### config.mk
export PLATFORM = sky130hd
export DESIGN_NAME = hrm_mem_arbiter
export DESIGN_NICKNAME = d
export VERILOG_FILES = /design/src/rtl/hrm_mem_arbiter.sv
export SDC_FILE = /design/constraint.sdc
export NUM_CORES = 1
export LEC_CHECK = 0
export BUFFER_PORTS_ARGS = -buffer_cell sky130_fd_sc_hd__buf_2
export CORE_MARGIN = 2
export CORE_UTILIZATION = 45
export CTS_CLUSTER_DIAMETER = 100
export DETAILED_ROUTE_END_ITERATION = 12
export GPL_ROUTABILITY_DRIVEN = 0
export PLACE_DENSITY_LB_ADDON = 0.12
export SLEW_MARGIN = 10
export SYNTH_ARGS = -nofsm -noshare
export SYNTH_HDL_FRONTEND = slang
export SYNTH_SLANG_ARGS = --single-unit
### constraint.sdc
create_clock -name clk -period 4.24 [get_ports clk]
set_input_delay 0.848 -clock clk [delete_from_list [all_inputs] [get_ports clk]]
set_output_delay 0.848 -clock clk [all_outputs]
set_load 0.02 [all_outputs]
### src/rtl/hrm_mem_arbiter.sv
// hrm_mem_arbiter: shares the single-port HRM tile RAM between the CPU datapath and the host loader port
module hrm_mem_arbiter #(
    parameter int AW = 5,
    parameter int DW = 8,
    parameter int MAX_WAIT = 4
) (
    input  logic          clk,
    input  logic          i_rst,
    input  logic          cpu_req,
    input  logic          cpu_we,
    input  logic [AW-1:0] cpu_addr,
    input  logic [DW-1:0] cpu_wdata,
    output logic          cpu_gnt,
    output logic          cpu_rvalid,
    output logic [DW-1:0] cpu_rdata,
    input  logic          host_req,
    input  logic          host_we,
    input  logic [AW-1:0] host_addr,
    input  logic [DW-1:0] host_wdata,
    input  logic          host_lock,
    output logic          host_gnt,
    output logic          host_rvalid,
    output logic [DW-1:0] host_rdata,
    output logic          mem_en,
    output logic          mem_we,
    output logic [AW-1:0] mem_addr,
    output logic [DW-1:0] mem_wdata,
    input  logic [DW-1:0] mem_rdata
);
    localparam logic [1:0] IDLE = 2'd0;
    localparam logic [1:0] G_CPU = 2'd1;
    localparam logic [1:0] G_HOST = 2'd2;
    localparam logic [3:0] WMAX = 4'(MAX_WAIT);

    logic [1:0] state;
    logic [1:0] state_nxt;
    logic [3:0] wait_cnt;
    logic       cpu_eff;
    logic       host_eff;

    // a port's request is masked in its own grant cycle since it was just consumed; host wins when starved
    always_comb begin
        cpu_eff = cpu_req & ~host_lock & (state != G_CPU);
        host_eff = host_req & (state != G_HOST);
        state_nxt = (host_eff && (wait_cnt == WMAX || !cpu_eff)) ? G_HOST : cpu_eff ? G_CPU : IDLE;
    end

    // grant state, host starvation counter and the captured access presented to the RAM
    always_ff @(posedge clk or posedge i_rst) begin
        if (i_rst) begin
            state <= IDLE;
            wait_cnt <= '0;
            mem_we <= 1'b0;
            mem_addr <= '0;
            mem_wdata <= '0;
        end else begin
            state <= state_nxt;
            wait_cnt <= (state_nxt == G_HOST || !host_req) ? 4'd0 : (wait_cnt == WMAX) ? wait_cnt : wait_cnt + 4'd1;
            if (state_nxt == G_HOST) begin
                mem_we <= host_we;
                mem_addr <= host_addr;
                mem_wdata <= host_wdata;
            end else if (state_nxt == G_CPU) begin
                mem_we <= cpu_we;
                mem_addr <= cpu_addr;
                mem_wdata <= cpu_wdata;
            end
        end
    end

    // read data comes back from the RAM one cycle after a read grant
    always_ff @(posedge clk or posedge i_rst) begin
        if (i_rst) begin
            cpu_rvalid <= 1'b0;
            host_rvalid <= 1'b0;
        end else begin
            cpu_rvalid <= (state == G_CPU) & ~mem_we;
            host_rvalid <= (state == G_HOST) & ~mem_we;
        end
    end

    assign mem_en = state != IDLE;
    assign cpu_gnt = state == G_CPU;
    assign host_gnt = state == G_HOST;
    assign cpu_rdata = mem_rdata;
    assign host_rdata = mem_rdata;
endmodule

# Word-level counts from Yosys, hierarchy flattened
# Cells that the tools add are included.
[classes]
n_addsub = 1
eq_ne = 8
n_mux = 10
bitwise_logic = 7
reduce_logical = 7
[op_table]
columns = ["operator", "n"]
rows = [
  ["8-bit two-way mux", 2],
  ["5-bit two-way mux", 2],
  ["4-bit two-way mux", 2],
  ["1-bit bitwise AND", 5],
  ["4-bit by 1-bit adder with 4-bit output, second input constant", 1],
  ["2-bit by 1-bit equality test with 1-bit output, second input constant", 2],
  ["2-bit equality test, second input constant", 2],
  ["4-bit by 3-bit equality test with 1-bit output, second input constant", 1],
  ["2-bit inequality test, second input constant", 2],
  ["2-bit nonzero test", 2],
  ["1-bit two-way mux", 3],
  ["1-bit logical NOT", 2],
  ["1-bit logical OR", 2],
  ["2-bit two-way mux", 1],
  ["2-bit by 1-bit inequality test with 1-bit output, second input constant", 1],
  ["1-bit inverter", 2],
  ["1-bit logical AND", 1],
]
[totals]
register_bits = 22
inputBits = 41
out_inout_bits = 35
word_cells = 40

# Depth between registers and ports, before layout
# Gate-level depths: netlist (run 1).
[depth]
word_depth = 10
ltp_mapped = 8

# Worst setup path after synthesis (run 1)
# Ideal clock, no wire load.
[synth_path]
kind = "input -> register"
start = "input port host_lock"
end = "register mem_we"
setup_time_ns = 0.124
t_arrival_ns = 1.791
path_slack_ns = 2.326
path_stages = 5
path_buffers = 1
cell_sequence = "nand2b_1 or2_1 a31oi_4 buf_6 a21oi_2"
[synth_via]
elab_chain_cells = 9
[synth_rtl]
columns = ["item", "line", "text"]
rows = [
  ["from (decl)", "20", "input logic host_lock,"],
  ["1-bit inverter *", "43", "cpu_eff = cpu_req & ~host_lock & (state != G_CPU);"],
  ["1-bit bitwise AND * (2 in a row)", "43", ""],
  ["1-bit logical NOT", "45", "state_nxt = (host_eff && (wait_cnt == WMAX || !cpu_eff)) ? G_HOST : cpu_eff ? G_CPU : IDLE;"],
  ["1-bit logical OR", "45", ""],
  ["1-bit logical AND", "45", ""],
  ["2-bit two-way mux *", "45", ""],
  ["net state_nxt[0]", "36", "logic [1:0] state_nxt;"],
  ["2-bit equality test or 2-bit by 1-bit equality test with 1-bit output (tied branches)", "59, 63", ""],
  ["1-bit two-way mux or 2-bit nonzero test (tied branches)", "-", ""],
  ["to (signal assigned)", "60", "mem_we <= host_we;"],
  ["to (signal assigned)", "64", "mem_we <= cpu_we;"],
  ["to (decl)", "25", "output logic mem_we,"],
]
# The timed path passes the listed nets; every way through them passes the cells marked *.
# A chain may end at the register's enable or synchronous reset.

# Worst setup path after layout (run 1)
[layout_path]
start = "register state[0]"
end = "output port host_gnt"
[layout_via]
elab_chain_cells = 1
[layout_rtl]
columns = ["item", "line", "text"]
rows = [
  ["from (decl)", "35", "logic [1:0] state;"],
  ["from (signal assigned)", "57", "state <= state_nxt;"],
  ["2-bit equality test", "84", "assign host_gnt = state == G_HOST;"],
  ["to (decl)", "21", "output logic host_gnt,"],
]
# Every way passes these cells.

==> impl_results.md, run 1 <==
- Status: complete, no violations
- Critical path's top delay family: flip-flops
- CORE AREA: about 2500 sq um
- Crit share post-route: approximately 52%
- Final hold vios: 0
- Detailed-route via count: around 900
- Tot Pwr: 0.548 mW
- Post-CTS Setup Inserts: 0
- Synth cell types: 24
- Pins Over Slew Limit: 0
- Initial antenna violation count: 0
- Setup tns final: 0 ns
- Number of global-route vias before repair: slightly below 900
- Via/cell ratio: 5.09
- Dominant cell type by area after synthesis: dfrtp_1
- First-pass GRT wire length: roughly 4000 um
- Resized cells post-CTS: 0
- IR drop worst, VDD: roughly 0.25 mV
- Final min period: roughly 2.2 ns
- Max Clock Skew: 0.0138 ns
- Hold Path Depth: 1
- Max-cap violation count: 0
- F_max: 455 MHz
- CTS tree: yes
- Nature of the critical path endpoint: primary output
- Overall routing resource usage: about 16%
- Residual DRC: 0
- Die Y: 55.9 um
- Syn avg cell area: between 10 and 15 sq um
- Total Wirelength: between 2000 and 2500 um
- Worst EP required: 3.39 ns
- Post-synthesis cell area: around 1200 sq um
- Setup CP Type: reg -> out
- Clk_lat worst skew: roughly 0.31 ns
- Diodes inserted: 0
- Share of Yosys cell area claimed by the top area cell type: 45.5%
- Cells after Synth: between 100 and 150
- Clock sinks: 22
- Slowest CP cell: dfrtp_1
- Unrepaired setup endpoints after global routing: false
- Post-DP HPWL: between 1500 and 2000 um
- GR Overflow Total: 0
- Clock buffer depth: 2
- Prevailing post-synth register cell: dfrtp_1
- Routed Antenna Nets: 0
- IO Pins: between 70 and 80
- WP buf/inv: 2
- Final-layout fill cell count: ~240
- Cts bufs inserted: 3
- Setup violators final: 0
- Net Count, Synth: between 150 and 200
- Reg2Reg Depth: 6
- Synth Register Bits: 22
- FP Rows: 18
- Hold_buf cts: 0
- DP Worst Slack: 1.91 ns
- Layout cells sized above 1: roughly half
- First drt pass iteration count: 4
- Final net count: approximately 200
- CP Depth: 3
- CP max stage delay: 0.40 ns
- Max-slew headroom: between 40% and 50%
- Cell Chain, Critical Path: nand2b_2 > inv_1 > buf_2
- Die area: just over 3000 sq um
- Top post-synthesis cells by area: dfrtp_1 46%, buf_4 11%, a21oi_2 7.2%
- Hold Crit Class: reg -> reg
- Post-synth ARST share: 100%
- Clk root buf: clkbuf_4
- CTS H-tree depth: 1
- Final worst slack: 2.04 ns
- Critical Path AT: approximately 1.4 ns
- Power Density: between 300 and 400 nW/um^2
- Seq/Total Area, Yosys: a little under half
- Syn. warnings: 0
- Worst Path Max Fanout: 6
- FF+latch area: between 500 and 600 sq um
- Layout area overhead: 15.2%
- I/O Buffers: slightly above 50
- Worst Tran Pin Value: 0.807 ns
- Drt wl/cell: 12.9 um
- Multi-input logic area: between 400 and 500 sq um
- Clk slew on worst S/H paths: between 0.1 and 0.15 ns
- Initial Utilization: approximately 48%
- Largest net degree at the start of global routing: 23
- Leakage: between 0.7 and 0.8 nW
- Top post-synthesis cells by count: 22 x dfrtp_1, 21 x inv_1, 17 x buf_4
- DRT iter0 DRCs: 8
- Post-synth EDFFs: 0
- Nature of the critical path startpoint: flop
- Most frequent cell after synthesis: dfrtp_1
- Horiz. Die Dim: between 50 and 60 um
-- final timing paths --
kind	startpoint	end	slack, ns
max	state[0]$_DFF_PP0_	host_gnt	2.04
min	mem_we$_DFFE_PP0P_	host_rvalid$_DFF_PP0_	0.48
max reg2reg	wait_cnt[0]$_DFFE_PP0P_	mem_wdata[6]$_DFFE_PP0P_	2.20
min reg2reg	mem_we$_DFFE_PP0P_	host_rvalid$_DFF_PP0_	0.48
max in group asynchronous	i_rst	mem_addr[1]$_DFFE_PP0P_	3.07
min in group asynchronous	i_rst	mem_wdata[0]$_DFFE_PP0P_	0.66
-- stage by stage --
step | utilization (%) | area (sq um) | hold slack [ns] | cells
3_3_place_gp | 53.2 | 1340 | 0.459 | 178
2_1_floorplan | - | 1210 | 0.550 | 117
6_report | 55.3 | 1390 | 0.479 | 182
5_1_grt | 55.3 | 1390 | 0.499 | 182
3_5_place_dp | 53.2 | 1340 | 0.467 | 178
4_1_cts | 55.3 | 1390 | 0.485 | 182
-- state kept, by name, indices dropped and copies added, names as in the netlist --
signal	flops
cpu_rvalid	1
wait_cnt	4
state	2
mem_wdata	8
mem_addr	5
host_rvalid	1
mem_we	1
-- routing by layer --
layer | up-vias | wire [um] | track usage (%)
met5 | - | 0 | 0
met4 | 0 | 32 | 4.42
met3 | 8 | 207 | 6.28
met2 | 37 | 1100 | 27.6
met1 | 432 | 1010 | 19.2
li1 | 450 | - | -
-- power by group --
part           switching, mW  total, mW  internal, mW
Clock                 0.0651      0.161        0.0956
Sequential            0.0142      0.248         0.234
Combinational         0.0845      0.139        0.0543
-- logic make-up after synthesis --
| logic type | synth area share, % |
|---|---|
| xor+xnor | 0.724 |
| compound gates | 24.9 |
| fa+ha+maj | 2.07 |
| buf+inv | 19.9 |
| flops | 45.5 |
| simple gates | 6.93 |
-- area by class of cell --
class	count	area share (%)
well taps	30	2.69
repair buffers	51	18.3
multi-input cells	54	30.1
clock buffers	3	1.62
clock inverters	1	2.15
inverters	21	5.66
flip-flops and latches	22	39.5
-- cells in the final DEF (no fill, tap or decap) --
master	n
nand3_1	3
o22ai_1	14
nor2b_1	1
or2_1	1
clkbuf_4	3
nor3_1	2
or2_2	1
dfrtp_1	22
a21oi_2	10
ha_1	2
a31oi_4	1
nand2b_2	1
bufinv_16	1
inv_1	21
a211o_2	2
a21oi_1	7
nor2b_2	1
o221a_2	1
xor2_1	1
nand2b_1	1
and3b_1	1
buf_2	51
o22ai_2	1
nor2_1	2
o311ai_4	1
(Power assumes the default switching activity.)
==> run 2, diff against run 1 <==
--- a/config.mk
+++ b/config.mk
@@ -5,9 +5,10 @@
 export SDC_FILE = /design/constraint.sdc
 export NUM_CORES = 1
 export LEC_CHECK = 0
+export ABC_AREA = 1
 export BUFFER_PORTS_ARGS = -buffer_cell sky130_fd_sc_hd__buf_2
 export CORE_MARGIN = 2
-export CORE_UTILIZATION = 45
+export CORE_UTILIZATION = 41
 export CTS_CLUSTER_DIAMETER = 100
 export DETAILED_ROUTE_END_ITERATION = 12
 export GPL_ROUTABILITY_DRIVEN = 0
==> constraint.sdc (replaced) <==
create_clock -name clk -period 2.2 [get_ports clk]
set_input_delay 0.44 -clock clk [delete_from_list [all_inputs] [get_ports clk]]
set_output_delay 0.44 -clock clk [all_outputs]
set_load 0.02 [all_outputs]
==> impl_results.md, run 2 <==
- Final hold vios: 0
- RR Endpoint: wait_cnt[2]$_DFFE_PP0P_
- Cts bufs inserted: 3
- CTS tree: yes
- Overall routing resource usage: ~17%
- Top post-synthesis cells by area: dfrtp_1 47%, nand3_1 13%, nand2_1 11%
- Syn avg cell area: 8.43 sq um
- Internal: between 0.7 and 0.8 mW
- Max Clock Skew: approximately 0.005 ns
- DRT iter0 DRCs: 25
- Clk slew on worst S/H paths: about 0.13 ns
- Initial antenna violation count: 0
- Setup tns final: 0 ns
- I/O Buffers: slightly above 50
- Number of global-route vias before repair: 946
- Sequential share of power: 45.8%
- Clk pwr share: a little under 30%
- Final net count: 220
- Diodes inserted: 0
- Net Count, Synth: 182
- IR drop worst, VDD: approximately 0.5 mV
- Status: complete, no violations
- Largest net degree at the start of global routing: 23
- First-pass GRT wire length: 4200 um
- Die Y: 57.5 um
- Drt wl/cell: 12.5 um
- Hold Crit Class: in -> async
- Setup violators final: 0
- CORE AREA: approximately 2700 sq um
- Sw frac: slightly above 30%
- Worst Path Max Fanout: 4
- Layout cells sized above 1: 36.4%
- Post-CTS Setup Inserts: 0
- Clock buffer depth: 2
- Initial Utilization: between 40 and 50%
- Synth cell types: 17
- Nature of the critical path endpoint: primary output
- IO Pins: 76
- Most frequent cells in the layout: 51 x buf_2, 35 x nand2_1, 31 x nand3_1, 22 x dfrtp_1, 8 x inv_1
- Power Density: 776 nW/um^2
- Layout area overhead: 17.6%
- Crit share post-route: 73.3%
- Worst EP required: about 1.8 ns
- Setup CP Type: reg -> out
- Final Util: between 50% and 60%
- Prevailing post-synth register cell: dfrtp_1
- Unrepaired setup endpoints after global routing: false
- Synth Register Bits: 22
- Residual DRC: 0
- Largest Register: mem_wdata
- Regs by FF count: mem_wdata x8, mem_addr x5, wait_cnt x4
- Nature of the critical path startpoint: flop
- Top post-synthesis cells by count: 35 x nand2_1, 31 x nand3_1, 22 x dfrtp_1
- Seq/Total Area, Yosys: 47.0%
- Via/cell ratio: between 4 and 5
- Resized cells post-CTS: 0
- Most frequent cell after synthesis: nand2_1
- GR Overflow Total: 0
- R2r setup slk: 0.65 ns
- Worst reg2reg startpoint: wait_cnt[0]$_DFFE_PP0P_
- Cell Chain, Critical Path: inv_2 > nor2_1 > buf_2
- Leakage: 0.766 nW
- Switch Pwr: 0.330 mW
- Post-synth EDFFs: 0
- Detailed-route via count: just over 1,000
- WHS: 0.141 ns
- Die area: 3300 sq um
- Clk root buf: clkbuf_4
- Comb pwr share: about a quarter
- Worst Tran Pin Value: about 0.46 ns
- FP Rows: 19
- First drt pass iteration count: 4
- CP max stage delay: 0.43 ns
- Max-cap violation count: 0
- Largest register FFs: 8
- Cells after Synth: 139
- Commonest non-fill, non-tap cell in the layout: buf_2
- Horiz. Die Dim: ~57 um
- Post-synthesis cell area: roughly 1200 sq um
- Clk_lat worst skew: around 0.31 ns
- Share of Yosys cell area claimed by the top area cell type: a little under half
- Post-DP HPWL: 1990 um
- CTS H-tree depth: 1
- Routed Antenna Nets: 0
- Max-slew headroom: around 70%
- Final min period: approximately 1.6 ns
- Hold_buf cts: 0
- Clock sinks: 22
- Total Wirelength: about 2600 um
- Syn. warnings: 0
- Reg2Reg Depth: 8
- Post-synth ARST share: 100%
- Pins Over Slew Limit: 0
- Dominant cell type by area after synthesis: dfrtp_1
- Critical Path AT: roughly 1.2 ns
- Slowest CP cell: dfrtp_1
- F_max: between 600 and 700 MHz
-- run 2: changes by cell type after synthesis, moves of 2 or more --
cell / delta
a211o_2: -2
a21oi_1: -4
a21oi_2: -10
a21oi_4: +2
inv_1: -13
inv_2: +3
nand2_1: +35
nand2_2: +2
nand3_1: +28
nor2_1: +5
o22ai_1: -14
-- run 2: worst max-delay path by stage --
stage,startpoint,to,slack (ns),depth (start not counted)
CTS,state[1]$_DFF_PP0_,host_gnt,0.59,3
detailed placement,wait_cnt[0]$_DFFE_PP0P_,wait_cnt[0]$_DFFE_PP0P_,0.64,8
global route,wait_cnt[0]$_DFFE_PP0P_,wait_cnt[2]$_DFFE_PP0P_,0.50,8
global placement,wait_cnt[0]$_DFFE_PP0P_,wait_cnt[2]$_DFFE_PP0P_,0.63,8
finish,state[1]$_DFF_PP0_,host_gnt,0.59,3
floorplan,wait_cnt[0]$_DFFE_PP0P_,mem_we$_DFFE_PP0P_,0.84,7
-- run 2: final cells by class --
cell class | count | area [sq um]
Timing Repair Buffer | 53 | 270
Sequential cell | 22 | 551
Tap cell | 31 | 38.8
Inverter | 11 | 41.3
Fill cell | 281 | 1360
Clock buffer | 3 | 22.5
Clock inverter | 1 | 30.0
Multi-Input combinational cell | 86 | 425
-- run 2: through the flow --
step | cell area, sq um | setup WS, ns | total power [mW] | cells
after global routing | 1380 | 0.504 | 1.13 | 207
after CTS | 1380 | 0.586 | 1.09 | 207
after detailed placement | 1330 | 0.643 | 0.773 | 203
after floorplan | 1170 | 0.843 | 0.712 | 139
final | 1380 | 0.587 | 1.07 | 207
after global placement | 1330 | 0.632 | 0.768 | 203
-- run 2: worst max-delay path: cells and delay by family (launching register included) --
| family | cells | cell delay [ns] |
|---|---|---|
| DFF | 1 | 0.43 |
| buffers and inverters | 2 | 0.27 |
| and+or+nand+nor | 1 | 0.16 |
-- run 2: cells by family after synthesis --
logic type      after synthesis  share of synthesized area [%]
xor+xnor                      2                           1.49
fa+ha+maj                     2                           2.13
flops                        22                           47.0
buf+inv                      31                           16.8
simple gates                 76                           28.2
compound gates                6                           4.48
-- run 2: power by group through the flow --
| stage | Clock, mW | Combinational [mW] | Sequential (mW) |
|---|---|---|---|
| CTS | 0.319 | 0.276 | 0.489 |
| global route | 0.331 | 0.300 | 0.497 |
| global placement | 0 | 0.272 | 0.495 |
| detailed placement | 0 | 0.276 | 0.497 |
| finish | 0.309 | 0.271 | 0.489 |
| floorplan | 0 | 0.161 | 0.551 |
-- run 2: layer usage --
metal	GRT usage, %	wire length, um	up-vias
met4	5.65	41	0
met1	20.6	1080	469
met2	27.3	1300	32
met5	0	0	-
met3	5.22	177	7
li1	-	-	503
